--- config.mk ---
export PLATFORM = sky130hd
export DESIGN_NAME = jtframe_dwnld_pack
export DESIGN_NICKNAME = d
export VERILOG_FILES = /design/src/rtl/jtframe_dwnld_pkg.sv /design/src/rtl/jtframe_dwnld_fifo.sv /design/src/rtl/jtframe_dwnld_pack.sv
export SDC_FILE = /design/constraint.sdc
export NUM_CORES = 1
export LEC_CHECK = 0
export BUFFER_PORTS_ARGS = -buffer_cell sky130_fd_sc_hd__buf_2
export CORE_UTILIZATION = 55
export DETAILED_ROUTE_END_ITERATION = 10
export GPL_TIMING_DRIVEN = 0
export PLACE_DENSITY = 0.81
export SLEW_MARGIN = 25
export SYNTH_ARGS = -nofsm -noshare
export SYNTH_HDL_FRONTEND = slang
export SYNTH_SLANG_ARGS = --single-unit
--- constraint.sdc ---
create_clock -name clk -period 9.9 [get_ports clk]
set_clock_uncertainty 0.15 [all_clocks]
set_input_delay 1.98 -clock clk [delete_from_list [all_inputs] [get_ports clk]]
set_output_delay 1.98 -clock clk [all_outputs]
set_load 0.02 [all_outputs]
--- src/rtl/jtframe_dwnld_pkg.sv ---
// Shared types and constants for the ROM-download byte packer.
package jtframe_dwnld_pkg;

  // Widest word address a 25-bit byte bus can produce; the top uses the low AW bits.
  localparam int ADDR_W = 24;

  // Active-low byte enables {hi,lo}, DQM polarity.
  localparam logic [1:0] MASK_WORD = 2'b00;
  localparam logic [1:0] MASK_LO   = 2'b10;
  localparam logic [1:0] MASK_HI   = 2'b01;

  typedef enum logic {IDLE, WRITE} drain_st_e;

  typedef struct packed {
    logic [ADDR_W-1:0] addr;
    logic [15:0]       data;
    logic [1:0]        mask;
  } dwnld_word_t;

  // Swap byte lanes and their enables together so a word stays self-consistent.
  function automatic dwnld_word_t lane_swap(input dwnld_word_t w);
    dwnld_word_t s;
    s      = w;
    s.data = {w.data[7:0], w.data[15:8]};
    s.mask = {w.mask[0], w.mask[1]};
    return s;
  endfunction

endpackage

--- src/rtl/jtframe_dwnld_fifo.sv ---
// Small synchronous FIFO of packed download words. Exposes the head and the
// entry behind it so the drain can issue back-to-back writes.
module jtframe_dwnld_fifo
  import jtframe_dwnld_pkg::*;
#(
  parameter int DEPTH = 4
) (
  input  logic        clk,
  input  logic        rst_n,
  input  logic        push,
  input  dwnld_word_t wr_data,
  input  logic        pop,
  output dwnld_word_t head,
  output dwnld_word_t next,
  output logic        empty,
  output logic        full,
  output logic        more
);

  localparam int PW = (DEPTH > 1) ? $clog2(DEPTH) : 1;

  dwnld_word_t   mem [DEPTH];
  logic [PW-1:0] wptr_q, wptr_d;
  logic [PW-1:0] rptr_q, rptr_d;
  logic [PW:0]   count_q, count_d;
  logic          do_push, do_pop;

  assign empty = (count_q == '0);
  assign full  = (count_q == (PW+1)'(DEPTH));
  assign more  = (count_q >= (PW+1)'(2));
  assign head  = mem[rptr_q];
  assign next  = mem[rptr_q + 1'b1];

  // A push on full is accepted only when a pop frees the slot in the same cycle.
  always_comb begin
    do_pop  = pop && !empty;
    do_push = push && (!full || do_pop);
    wptr_d  = do_push ? wptr_q + 1'b1 : wptr_q;
    rptr_d  = do_pop  ? rptr_q + 1'b1 : rptr_q;
    count_d = count_q;
    case ({do_push, do_pop})
      2'b10:   count_d = count_q + 1'b1;
      2'b01:   count_d = count_q - 1'b1;
      default: count_d = count_q;
    endcase
  end

  // Pointers and occupancy.
  always_ff @(posedge clk) begin
    if (!rst_n) begin
      wptr_q  <= '0;
      rptr_q  <= '0;
      count_q <= '0;
    end else begin
      wptr_q  <= wptr_d;
      rptr_q  <= rptr_d;
      count_q <= count_d;
    end
  end

  // Storage array, data only.
  always_ff @(posedge clk) begin
    if (do_push) mem[wptr_q] <= wr_data;
  end

endmodule

--- src/rtl/jtframe_dwnld_pack.sv ---
// Packs the data_io byte stream into 16-bit masked SDRAM word writes, queues
// them and drains them through the prog_* we/rdy handshake.
// Optional feature macro: JTFRAME_DWNLD_CHKSUM_EN adds a 16-bit byte checksum.
// data_io strobes ioctl_wr at most every other cycle; the second word of a
// split odd-byte event is issued in the gap.
module jtframe_dwnld_pack
  import jtframe_dwnld_pkg::*;
#(
  parameter int AW    = 22,
  parameter int DEPTH = 4,
  parameter int SWAB  = 0
) (
  input  logic          clk,
  input  logic          rst_n,
  input  logic          downloading,
  input  logic [24:0]   ioctl_addr,
  input  logic [7:0]    ioctl_data,
  input  logic          ioctl_wr,
  output logic [AW-1:0] prog_addr,
  output logic [15:0]   prog_data,
  output logic [1:0]    prog_mask,
  output logic          prog_we,
  input  logic          prog_rdy,
  output logic          dwnld_busy,
  output logic          overflow,
  output logic          addr_err
`ifdef JTFRAME_DWNLD_CHKSUM_EN
  ,
  output logic [15:0]   checksum
`endif
);

  // Control state
  logic        dl_q;
  logic        pend_vld_q, pend_vld_d;
  logic        hold_vld_q, hold_vld_d;
  logic        overflow_q, overflow_d;
  logic        addr_err_q, addr_err_d;
  // Data state
  logic [AW-1:0] pend_addr_q, pend_addr_d;
  logic [7:0]    pend_byte_q, pend_byte_d;
  dwnld_word_t   hold_word_q, hold_word_d;
  // Drain outputs
  drain_st_e     st_q;
  logic [AW-1:0] prog_addr_q;
  logic [15:0]   prog_data_q;
  logic [1:0]    prog_mask_q;
  logic          prog_we_q;

  logic [AW-1:0] byte_waddr;
  logic          byte_odd, range_err, byte_ok, dl_rise, dl_fall;
  logic          push;
  dwnld_word_t   push_word, flush_word, pair_word, odd_word;
  dwnld_word_t   fifo_head, fifo_next;
  logic          fifo_empty, fifo_full, fifo_more, fifo_pop;
  logic          unused_addr_hi;

  function automatic dwnld_word_t mk_word(input logic [AW-1:0] a, input logic [15:0] d,
                                          input logic [1:0] m);
    dwnld_word_t w;
    w.addr = ADDR_W'(a);
    w.data = d;
    w.mask = m;
    return (SWAB != 0) ? lane_swap(w) : w;
  endfunction

  // Upper FIFO address bits are always zero since out-of-range bytes are discarded.
  assign unused_addr_hi = ^{fifo_head.addr, fifo_next.addr};

  // Byte classification and the word the packer hands to the FIFO this cycle.
  always_comb begin
    byte_waddr = ioctl_addr[AW:1];
    byte_odd   = ioctl_addr[0];
    range_err  = (ioctl_addr >> (AW+1)) != '0;
    byte_ok    = downloading && ioctl_wr && !range_err;
    dl_rise    = downloading && !dl_q;
    dl_fall    = !downloading && dl_q;
    flush_word = mk_word(pend_addr_q, {8'h00, pend_byte_q}, MASK_LO);
    pair_word  = mk_word(byte_waddr, {ioctl_data, pend_byte_q}, MASK_WORD);
    odd_word   = mk_word(byte_waddr, {ioctl_data, 8'h00}, MASK_HI);

    push        = 1'b0;
    push_word   = flush_word;
    pend_vld_d  = pend_vld_q;
    pend_addr_d = pend_addr_q;
    pend_byte_d = pend_byte_q;
    hold_vld_d  = hold_vld_q;
    hold_word_d = hold_word_q;

    if (hold_vld_q) begin
      push       = 1'b1;
      push_word  = hold_word_q;
      hold_vld_d = 1'b0;
    end else if (byte_ok) begin
      if (!byte_odd) begin
        push        = pend_vld_q;
        pend_vld_d  = 1'b1;
        pend_addr_d = byte_waddr;
        pend_byte_d = ioctl_data;
      end else if (pend_vld_q && pend_addr_q == byte_waddr) begin
        push       = 1'b1;
        push_word  = pair_word;
        pend_vld_d = 1'b0;
      end else if (pend_vld_q) begin
        push        = 1'b1;
        pend_vld_d  = 1'b0;
        hold_vld_d  = 1'b1;
        hold_word_d = odd_word;
      end else begin
        push      = 1'b1;
        push_word = odd_word;
      end
    end else if (dl_fall && pend_vld_q) begin
      push       = 1'b1;
      pend_vld_d = 1'b0;
    end

    overflow_d = dl_rise ? 1'b0 : (overflow_q || (push && fifo_full && !fifo_pop));
    addr_err_d = dl_rise ? 1'b0 : (addr_err_q || (downloading && ioctl_wr && range_err));
  end

  // Packer and sticky-flag control registers.
  always_ff @(posedge clk) begin
    if (!rst_n) begin
      dl_q       <= 1'b0;
      pend_vld_q <= 1'b0;
      hold_vld_q <= 1'b0;
      overflow_q <= 1'b0;
      addr_err_q <= 1'b0;
    end else begin
      dl_q       <= downloading;
      pend_vld_q <= pend_vld_d;
      hold_vld_q <= hold_vld_d;
      overflow_q <= overflow_d;
      addr_err_q <= addr_err_d;
    end
  end

  // Packer data registers, qualified by the valid flags above.
  always_ff @(posedge clk) begin
    pend_addr_q <= pend_addr_d;
    pend_byte_q <= pend_byte_d;
    hold_word_q <= hold_word_d;
  end

  assign fifo_pop = (st_q == WRITE) && prog_rdy;

  jtframe_dwnld_fifo #(.DEPTH(DEPTH)) u_fifo (
    .clk     (clk),
    .rst_n   (rst_n),
    .push    (push),
    .wr_data (push_word),
    .pop     (fifo_pop),
    .head    (fifo_head),
    .next    (fifo_next),
    .empty   (fifo_empty),
    .full    (fifo_full),
    .more    (fifo_more)
  );

  // Drain FSM: the in-flight word stays at the FIFO head until prog_rdy pops it.
  always_ff @(posedge clk) begin
    if (!rst_n) begin
      st_q        <= IDLE;
      prog_we_q   <= 1'b0;
      prog_addr_q <= '0;
      prog_data_q <= '0;
      prog_mask_q <= 2'b11;
    end else begin
      case (st_q)
        IDLE: begin
          if (!fifo_empty) begin
            prog_addr_q <= fifo_head.addr[AW-1:0];
            prog_data_q <= fifo_head.data;
            prog_mask_q <= fifo_head.mask;
            prog_we_q   <= 1'b1;
            st_q        <= WRITE;
          end
        end
        WRITE: begin
          if (prog_rdy) begin
            if (fifo_more) begin
              prog_addr_q <= fifo_next.addr[AW-1:0];
              prog_data_q <= fifo_next.data;
              prog_mask_q <= fifo_next.mask;
            end else begin
              prog_we_q <= 1'b0;
              st_q      <= IDLE;
            end
          end
        end
        default: st_q <= IDLE;
      endcase
    end
  end

`ifdef JTFRAME_DWNLD_CHKSUM_EN
  logic [15:0] chk_q, chk_d;

  // Wrapping sum of accepted bytes, restarted on each download.
  always_comb begin
    chk_d = (dl_rise ? 16'h0000 : chk_q) + (byte_ok ? {8'h00, ioctl_data} : 16'h0000);
  end

  // Checksum register.
  always_ff @(posedge clk) begin
    if (!rst_n) chk_q <= 16'h0000;
    else        chk_q <= chk_d;
  end

  assign checksum = chk_q;
`endif

  assign prog_addr  = prog_addr_q;
  assign prog_data  = prog_data_q;
  assign prog_mask  = prog_mask_q;
  assign prog_we    = prog_we_q;
  assign overflow   = overflow_q;
  assign addr_err   = addr_err_q;
  assign dwnld_busy = downloading || pend_vld_q || hold_vld_q || !fifo_empty || prog_we_q;

endmodule
[Yosys cells after proc, flatten, opt, wreduce, memory -nomap -nowiden]
Memory sizes are Yosys's and may differ from the RTL's. A register that Yosys moved wholly into a read port is not among the register bits.
Cells that the tools add are included.
Word-level totals
  bits in registers: 114
  memory bits (writable): 160
  bits of input ports: 38
  output and inout port bits: 44
  memories: 1
Memories
  u_fifo.mem: words 4, width 40, rd ports 2, clocked after memory_dff 1, write ports 1, RTL line jtframe_dwnld_fifo.sv:22  | dwnld_word_t mem [DEPTH];
Operators by class
  add/sub/neg operators: 4
  order comparisons: 1
  equality and inequality tests: 8
  mux-type cells: 38
  bitwise operators: 6
  reductions and logical operators: 36
Operators with widths (number)
  $mux 40: 5
  $mux 22: 3
  $mux 16: 3
  $pmux 22 s2: 1
  $pmux 16 s2: 1
  $reduce_bool 25->1: 1
  $eq 22x22->1: 1
  $mux 1: 16
  $logic_and 1x1->1: 12
  $mux 2: 5
  $reduce_and 3->1: 3
  $logic_or 1x1->1: 7
  $logic_not 1->1: 6
  $ne 2x2->1 const B: 3
  $not 1->1: 6
  $pmux 3 s2: 1
  $reduce_and 5->1: 1
  $reduce_or 5->1: 1
  $add 2x1->2 const B: 2
  $pmux 1 s2: 2
  $pmux 2 s2: 1
  $reduce_bool 2->1: 2
  $add 3x1->3 const B: 1
  $eq 3x3->1 const B: 1
  other kinds (8): 8

[Depth between registers and ports, before layout]
  depth in word-level cells: 9
  mapped depth: 12
  gate-level depth less buffers: 11

[By module]
A second synthesis with hierarchy kept.
Unflattened totals
  cell total of the unflattened synthesis: 784
  area total of the unflattened synthesis: 12690.9 um^2
By module, submodules not included
  jtframe_dwnld_fifo: instances 1, cells each 327, area an instance 7663.6 um^2
  jtframe_dwnld_pack: instances 1, cells each 457, area an instance 5027.3 um^2

[Least setup slack after synthesis]
No wires, ideal clock.
  path type: in2reg
  from: input port ioctl_addr[4]
  to: register hold_word_q[10] in the netlist's numbering, enable pin
  setup time: 455 ps
  data arrival time: 4528 ps
  data required time: 9295 ps
  setup slack: 4767 ps
  cell stages on the path: 5
  buffers on the path: 0
  path through: xor2_1 nor4_1 nand4_1 o21ai_0 nor3_1
On the way
  longest elaborated chain between the ends: 4
RTL lines
  start, declared: RTL line jtframe_dwnld_pack.sv:16  | input logic [24:0] ioctl_addr,
  $eq 22x22->1: RTL line jtframe_dwnld_pack.sv:100  | end else if (pend_vld_q && pend_addr_q == byte_waddr) begin
  $logic_and 1x1->1: RTL line jtframe_dwnld_pack.sv:100
  $not 1->1 (no line)
  $reduce_and 5->1 (no line)
  end signal, assigned: RTL line jtframe_dwnld_pack.sv:143  | hold_word_q <= hold_word_d;
  end, declared: RTL line jtframe_dwnld_pack.sv:42  | dwnld_word_t hold_word_q, hold_word_d;
No other way between the ends.
A chain may end at the register's enable or synchronous reset.

[Worst setup path after layout]
  from: input port downloading
  to: output port dwnld_busy
On the way
  longest elaborated chain between the ends: 4
RTL lines
  start, declared: RTL line jtframe_dwnld_pack.sv:15  | input logic downloading,
  $logic_or 1x1->1 (4 in a row): RTL line jtframe_dwnld_pack.sv:220  | assign dwnld_busy = downloading || pend_vld_q || hold_vld_q || !fifo_empty || prog_we_q;
  end, declared: RTL line jtframe_dwnld_pack.sv:24  | output logic dwnld_busy,
No other way between the ends.

==> impl_metrics.yaml <==
timing:
  hold_viol: 0
  period_share_pct: 47.8
  rsz0062_at_grt: "false"
  worstMarginPinSlew_ns: 0.834
  max-slew-margin-rel_pct: 44.4
  slew_violations: 0
  timing.final.crit_period_ns: 4.73
  fin_setup_tns_ns: 0
  setup_viol: 0
  maxClockFrequency_mhz: 211
placement:
  dp_hpwl_um: 17300
  port-buffer-count: 81
  place.gp.congestion: 0.830
  dp.cells: 1135
floorplan:
  die_w_um: 151
  die_area_sq_mm: 0.0227
  core.rowCount: 54
  core_sq_mm: 0.0218
  design.portCount: 82
  die_h_um: 151
  start_util_pct: 56.0
synthesis:
  synth-seq-area-share_pct: 63.4
  avgSynthCellArea_sq_um: 15.8
  synthFlopType: "edfxtp_1"
  netlist_area_sq_mm: 0.0122
  syn_nets: 815
  synth-seq-cells: 276
  yosysUniqueCellTypes: 38
  ys_async_sr_fraction_pct: 0
  ys.warnings.count: 0
  synth_edf_count: 220
  syn-instance-count: 771
cells_and_area:
  final_cell_mix: "edfxtp_1 (220), buf_2 (95), mux4_2 (80)"
  nFillCells: 1543
  area_growth_syn_to_layout_pct: 13.6
  nets: 929
  final_common_cell: "edfxtp_1"
  layout.core_utilization_pct: 63.6
  drive_gt1_share_pct: 27.9
  fin_cells: 1187
setup_path:
  r2r-end: "u_fifo.count_q[2]"
  startpoint_type: "input pin"
  cp_max_fo: 4
  rrSetupSlack_ns: 7.03
  crit_start: "downloading"
  rr_worst_depth: 12
  crit_arrival_ns: 2.60
  cp_data_required_time_ns: 7.77
  r2r-start: "hold_vld_q"
  critPathKind: "input pin to output pin"
  cp-end-kind: "output pin"
  endpoint: "dwnld_busy"
drt:
  wl_um: 26400
  drt-wirelength-per-cell_um: 22.3
  ant_nets: 0
  drcViolationCount: 0
  viasPerCell: 6.23
  drtIter0Drc: 572
  detailroute.via_count: 7398
  first_pass_iters: 5
clock_tree:
  clk_transition_reported_paths_ns: 0.06
  post_cts_buffers: 0
  htree_levels: 1
  clockBufferDepth: 3
  root_buffer: "clkbuf_16"
  numCtsBuffers: 28
  ctsResizeCount: 0
  clock_sinks: 276
  ctsHoldBuffers: 0
  worstSkewPairLatency_ns: 0.53
  cts_tree: "done"
pwr:
  irDropWorstVdd_v: 0.000156
  p_leak_nw: 4.47
  cellPowerDensity_mw_per_mm2: 165
global_route:
  antenna_found_initial: 1
  overflow: 0
  grt_pass1_wl_um: 40800
  grt_util_all_layers_pct: 24.1
  grt_max_degree: 41
  grt_pass1_vias: 7547
flow_run:
  maxCapViolCount: 0
outcome:
  outcome: "finished, final reports clean"
hold_path:
  worstHoldPathType: "flip-flop to flip-flop"
-- how the worst min path moves through the flow --
stage	startpoint	endpoint	slack, ns	cells after the start
floorplan	u_fifo.wptr_q[0]	u_fifo.wptr_q[0]	0.33	2
global placement	addr_err	addr_err	0.28	2
detailed placement	addr_err	addr_err	0.30	2
CTS	addr_err	addr_err	0.30	2
global route	addr_err	addr_err	0.33	2
finish	addr_err	addr_err	0.30	2
-- cells in the mapped netlist (13+ instances only) --
library cell    n  area share, %
mux2i_1        40            3.3
nor2_1         52            1.6
clkbuf_1       36            1.1
and3_1         13           0.67
o2111ai_1      22            1.6
a211oi_1       38            2.3
buf_2          14           0.58
dfxtp_1        56            9.2
o211ai_2       22            2.3
xor2_1         24            1.7
edfxtp_1      220             54
mux4_2         80             15
nand2_1        69            2.1
-- worst max-delay path, stage by stage --
cell     delay, ns
buf_2         0.12
nor4_1        0.22
nand2_1       0.09
buf_2         0.19
-- kinds of logic after synthesis --
family,after synthesis,synth area share [%]
xor+xnor,26,1.87
compound gates,116,7.68
simple gates,155,5.69
mux,120,18.1
flops,276,63.4
fa+ha+maj,6,0.678
buf+inv,72,2.55
-- routing by layer --
layer	part of all wire [%]	routed length [um]	GRT usage [%]	vias up
met3	7.3	1920	3.98	62
li1	-	-	-	3281
met2	50	13300	40.7	339
met1	39	10200	31.0	3716
met5	0	0	0	-
met4	3.7	977	10.1	0
-- state kept, by name, summed over array words and instances (netlist names), 2 cells and up, named ones only --
register and count:
u_fifo.rptr_q 2, hold_word_q 30, prog_data 16, pend_addr_q 22
u_fifo.mem 160, u_fifo.wptr_q 2, pend_byte_q 8, u_fifo.count_q 3
prog_mask 2, prog_addr 22
-- power breakdown --
part	internal [W]	leakage, nW	total (W)	switching [W]
clock	0.000560	0.410	0.000973	0.000413
combinational	0.0000206	1.65	0.0000614	0.0000409
sequential	0.00125	2.40	0.00125	0.00000279
total	0.00183	4.47	0.00229	0.000457
-- cell type report --
class	count	area, sq um	share of cell area [%]
Sequential cell	276	7730	55.8
Multi-Input combinational cell	423	4170	30.1
Clock buffer	37	756	5.46
Timing Repair Buffer	84	432	3.12
Tap cell	280	350	2.53
Buffer	59	262	1.89
Clock inverter	14	92.6	0.669
Inverter	13	48.8	0.353
Antenna cell	1	2.50	0.0181
-- per-stage QoR --
stage	hold WS, ns	power (W)	setup slack, ns	area, sq um
6_report	0.302	0.00229	5.17	13800
5_1_grt	0.330	0.00234	5.15	13800
4_1_cts	0.305	0.00230	5.17	13800
3_5_place_dp	0.296	0.00134	5.18	13000
3_3_place_gp	0.283	0.00133	3.10	12900
2_1_floorplan	0.334	0.00131	4.77	12200
Power figures use the tool's default switching activity.
